File: src/rtl/reg_write_arbiter_if.sv
// rtl/reg_write_arbiter_if.sv - requester-side bundle for the shared-register write arbiter
interface reg_write_arbiter_if #(
   parameter int N = 4,
   parameter int W = 8
);
   localparam int IW = $clog2(N);

   logic [N-1:0]   req;
   logic [N*W-1:0] wdata;
   logic [N-1:0]   gnt;
   logic [W-1:0]   q;
   logic [IW-1:0]  wr_src;
   logic           busy;

   modport master (output req, wdata, input gnt, q, wr_src, busy);
   modport slave  (input req, wdata, output gnt, q, wr_src, busy);
endinterface

File: src/rtl/reg_write_arbiter.sv
// rtl/reg_write_arbiter.sv - round-robin arbiter owning all writes to one shared register
module reg_write_arbiter #(
   parameter int N    = 4,
   parameter int W    = 8,
   parameter int HOLD = 2
) (
   input  logic clk,
   input  logic reset_n,
   reg_write_arbiter_if.slave bus
);
   localparam int        IW    = $clog2(N);
   localparam int        HM1   = (HOLD > 0) ? HOLD - 1 : 0;
   localparam logic [3:0] HLAST = HM1[3:0];
   localparam logic [IW:0] NN   = N[IW:0];

   typedef enum logic [1:0] {S_IDLE, S_WRITE, S_HOLD} state_t;

   state_t        state, state_n;
   logic [3:0]    cnt, cnt_n;
   logic [IW-1:0] ptr, ptr_n, win;
   logic [N-1:0]  gnt_r, gnt_n;
   logic [W-1:0]  q_r;
   logic [IW-1:0] src_r;
   logic          load, found;
   logic [IW:0]   cand, nxt;

   // Search upward from ptr, wrapping modulo N; one extra bit keeps ptr+k from overflowing.
   always_comb begin
      win   = '0;
      found = 1'b0;
      cand  = '0;
      for (int k = 0; k < N; k++) begin
         cand = {1'b0, ptr} + k[IW:0];
         if (cand >= NN) cand = cand - NN;
         if (!found && bus.req[cand[IW-1:0]]) begin
            win   = cand[IW-1:0];
            found = 1'b1;
         end
      end
      nxt = {1'b0, win} + {{IW{1'b0}}, 1'b1};
      if (nxt >= NN) nxt = '0;
      ptr_n = nxt[IW-1:0];
   end

   always_comb begin
      state_n = state;
      cnt_n   = cnt;
      load    = 1'b0;
      gnt_n   = '0;
      unique case (state)
         S_IDLE: begin
            if (|bus.req) begin
               state_n    = S_WRITE;
               load       = 1'b1;
               gnt_n[win] = 1'b1;
            end
         end
         S_WRITE: begin
            cnt_n   = '0;
            state_n = (HOLD > 0) ? S_HOLD : S_IDLE;
         end
         S_HOLD: begin
            if (cnt == HLAST) state_n = S_IDLE;
            else              cnt_n   = cnt + 4'd1;
         end
         default: state_n = S_IDLE;
      endcase
   end

   always_ff @(posedge clk) begin
      if (!reset_n) begin
         state <= S_IDLE;
         cnt   <= '0;
         ptr   <= '0;
         gnt_r <= '0;
         q_r   <= '0;
         src_r <= '0;
      end else begin
         state <= state_n;
         cnt   <= cnt_n;
         gnt_r <= gnt_n;
         if (load) begin
            q_r   <= bus.wdata[win*W +: W];
            src_r <= win;
            ptr   <= ptr_n;
         end
      end
   end

   assign bus.gnt    = gnt_r;
   assign bus.q      = q_r;
   assign bus.wr_src = src_r;
   assign bus.busy   = (state != S_IDLE);
endmodule

File: src/flat_wrapper.sv
// flat-port wrapper written by rule: the top's interface ports become plain ports
module reg_write_arbiter_flat 
#(
   parameter int N    = 4,
   parameter int W    = 8,
   parameter int HOLD = 2
)
  (clk, reset_n, bus_req, bus_wdata, bus_gnt, bus_q, bus_wr_src, bus_busy);
  reg_write_arbiter_if #(.N(N), .W(W)) bus_i ();
  input  logic clk;
  input  logic reset_n;
  input wire logic [$bits(bus_i.req)-1:0] bus_req;
  input wire logic [$bits(bus_i.wdata)-1:0] bus_wdata;
  output wire logic [$bits(bus_i.gnt)-1:0] bus_gnt;
  output wire logic [$bits(bus_i.q)-1:0] bus_q;
  output wire logic [$bits(bus_i.wr_src)-1:0] bus_wr_src;
  output wire logic [$bits(bus_i.busy)-1:0] bus_busy;
  assign bus_i.req = bus_req;
  assign bus_i.wdata = bus_wdata;
  assign bus_gnt = bus_i.gnt;
  assign bus_q = bus_i.q;
  assign bus_wr_src = bus_i.wr_src;
  assign bus_busy = bus_i.busy;
  reg_write_arbiter #(.N(N), .W(W), .HOLD(HOLD)) u_core (.clk(clk), .reset_n(reset_n), .bus(bus_i));
endmodule
File: config.mk
export PLATFORM = sky130hd
export DESIGN_NAME = reg_write_arbiter_flat
export DESIGN_NICKNAME = d
export VERILOG_FILES = /design/src/rtl/reg_write_arbiter_if.sv /design/src/rtl/reg_write_arbiter.sv /design/src/flat_wrapper.sv
export SDC_FILE = /design/constraint.sdc
export NUM_CORES = 1
export LEC_CHECK = 0
export ABC_AREA = 1
export BUFFER_PORTS_ARGS = -buffer_cell sky130_fd_sc_hd__clkbuf_2
export CAP_MARGIN = 20
export CORE_UTILIZATION = 55
export DETAILED_ROUTE_END_ITERATION = 10
export GPL_TIMING_DRIVEN = 0
export PLACE_DENSITY_LB_ADDON = 0.12
export SYNTH_ARGS = -nofsm -noshare
export SYNTH_HDL_FRONTEND = slang
export SYNTH_SLANG_ARGS = --single-unit
File: constraint.sdc
create_clock -name clk -period 5.3 [get_ports clk]
set_input_delay 0 -clock clk [delete_from_list [all_inputs] [get_ports clk]]
set_output_delay 0 -clock clk [all_outputs]
set_load 0.005 [all_outputs]
==> metrics.txt <==
status=finished, violations left; failing checks=design-rule violations; most frequent cell after synthesis=inv_1; vias=1748; Core ar.=0.002805 sq mm; syn avg cell area=6.094 sq um; Starting DRT DRC Count=85; Min Hold Slack=0.1080 ns; CTS buffer count=3; delay-heaviest family, CP=simple AND/OR/NAND/NOR gates; Worst-Margin Slew=0.4241 ns; number of max-cap violations=0; post-route ant nets=0; fillers=267; Bufs on Longest Clock Path=2; Post-Route WL=3568 um; Synth Flop Type=dfxtp_1; I/O Pins=53; Final Core Density=71.19%; # setup viols final=0; H-tree Lvls=1; placed cell areas=0.001951 sq mm; Hold Crit Class=in -> reg; Final Skew=0.005329 ns; CP most frequent cell=nand2_1; xor/xnor cell area share of the yosys netlist=0%; asr flop ratio synth=0%; synthesized flop and latch total=22; residual DRC count=10; Synth area leader=dfxtp_1; Synth Area in Compound Gates=5.682%; post-synthesis mux area share=0%; Avg Vias per Cell=4.869; reg2reg setup slack=3.19 ns; Avg WL per Cell=9.939 um; Cell Count, Final, Fillers Out=359; die area=0.003226 sq mm; Tcrit/Tclk final=39.80%; gr usage total=23.46%; Adder-Cell Fraction of Synth Area=4.545%; fin nets=373; crit path max fanout=11; routability cong.=0.8096; port buffer count=52; Die Height=56.80 um; largest family of logic cells by synthesized area=simple AND/OR/NAND/NOR gates; Fin. Hold Viols=0; EDFF count, synth=0; WP data required=5.51 ns; DP Wirelength=2786 um; global-route wire length before repair=6106 um; Cells after Synth=271; FMAX=474.1 MHz; unrepaired setup endpoints after global routing=false; ant diodes=0; Area Overhead vs Synth=20.91%; CTS clk-pin slew, worst paths=0.12 ns; Leakage=1.226 nW; CP Launch Type=flop; layout cells sized above 1=26.52%; worst path buffer plus inverter count=2; largest net degree at the start of global routing=13; setup slack at placement=3.213 ns; Power Total=1.111 mW; CTS tree=done; Setup TNS Final=0 ns; CTS sink cnt=22; warnings from Yosys=0; total global routing overflow=0; row cnt=19; Slew Viols, Final=0; Mapped Area=0.001652 sq mm; peak supply drop=0.3211 mV; number of detailed-route iterations in the first pass=7; CP arrival=2.32 ns; Setup CP Type=reg -> reg; final worst setup slack=3.191 ns; Critical Path Max Stage Delay=0.39 ns; placed insts=354; top post-synthesis cells by area=dfxtp_1 (27%), nand3_1 (15%), inv_1 (14%); Period minus WS final=2.109 ns; Post-Synth Simple-Gate Area=44.02%; syn nets=315; Finished Cell Area=0.001997 sq mm; max_slew headroom=71.72%; latest clock arrival within the worst-skew pair=0.30 ns; Crit. End Element=flop; vias in the first global route=1513; antenna violations before repair=0; top-area cell type share of the netlist area=26.67%; Die Span X=56.80 um; Initial Util=58.88%; count of different cell masters after synthesis=26; CTS Root Cell=clkbuf_4; Worst path slowest cell=dfxtp_1; commonest cells in the synthesized netlist=inv_1 (60), nand2_1 (58), nand3_1 (49); Seq/Total Area, Yosys=26.67%; worst-path cell chain=buf_4 -> nand2_1 -> nand2_1 -> nand2_2 -> nand2_4 -> nand2_1 -> nand2_1 -> nand3_2 -> nand2_4 -> buf_12 -> ha_1 -> o21ai_0 -> a21oi_1; PwrDens=556.2 mW/mm^2
-- layer usage --
layer	share of wire (%)	track usage, %	vias to the layer above
li1	-	-	938
met1	44	29.54	739
met4	1.4	3.833	0
met3	6.9	4.839	4
met5	0	0	-
met2	48	41.67	67
-- final timing paths --
check | start | endpoint | cells after the start
worst min register to register | u_core.cnt[3] | u_core.cnt[3] | 2
worst min-delay path | bus_wdata[29] | u_core.bus.q[5] | 7
worst max register to register | u_core.ptr[0] | u_core.ptr[1] | 13
worst max-delay path | u_core.ptr[0] | u_core.ptr[1] | 13
-- power by group --
part | switching [mW] | internal [mW]
clock | 0.0483 | 0.0420
combinational | 0.475 | 0.297
sequential | 0.0305 | 0.218
-- area by class of cell --
cell class	instances	area [sq um]	area share (%)
Multi-Input combinational cell	175	895.9	44.86
Clock buffer	4	36.28	1.817
Inverter	65	244.0	12.22
Sequential cell	22	440.4	22.06
Buffer	9	71.32	3.571
Tap cell	31	38.79	1.942
Timing Repair Buffer	53	270.3	13.53
-- registers in the layout, indices dropped and copies added (netlist names) --
register and count:
u_core.state 2, u_core.ptr 2, u_core.bus.q 8, u_core.bus.wr_src 2
u_core.bus.gnt 4, u_core.cnt 4
-- cells in the final DEF (no fill, tap or decap) --
master         count
inv_1             60
nand2_1           58
clkbuf_2          52
nand3_1           49
nor2_1            25
dfxtp_1           22
nand2_2           12
a21oi_1            8
ha_1               6
inv_2              5
buf_4              3
nand2_4            3
o21ai_0            3
clkbuf_4           3
nand4_1            2
buf_2              2
clkbuf_1           2
buf_6              1
nor2_4             1
o21ai_2            1
nand3_2            1
nand4_4            1
buf_12             1
nor4_1             1
o211ai_1           1
a31oi_1            1
a221oi_1           1
o21a_1             1
clkbuf_8           1
dlygate4sd3_1      1
-- worst register-to-register path: cells and delay by family (launching register included) --
| kind | cells | cell delay (ns) |
|---|---|---|
| flops | 1 | 0.39 |
| buf+inv | 2 | 0.35 |
| fa+ha+maj | 1 | 0.23 |
| simple gates | 8 | 0.84 |
| compound gates | 2 | 0.20 |
-- kinds of logic after synthesis --
family | count (synthesis)
AOI/OAI and AO/OA | 16
adders and majority gates | 6
buffers and inverters | 74
DFF | 22
and+or+nand+nor | 153
-- timing repair --
action | in CTS | in global routing
hold endpoints to repair | 3 | 0
hold buffers | 1 | 0
setup buffers | 0 | 0
gates resized for setup | 0 | 0
(Power assumes the default switching activity.)
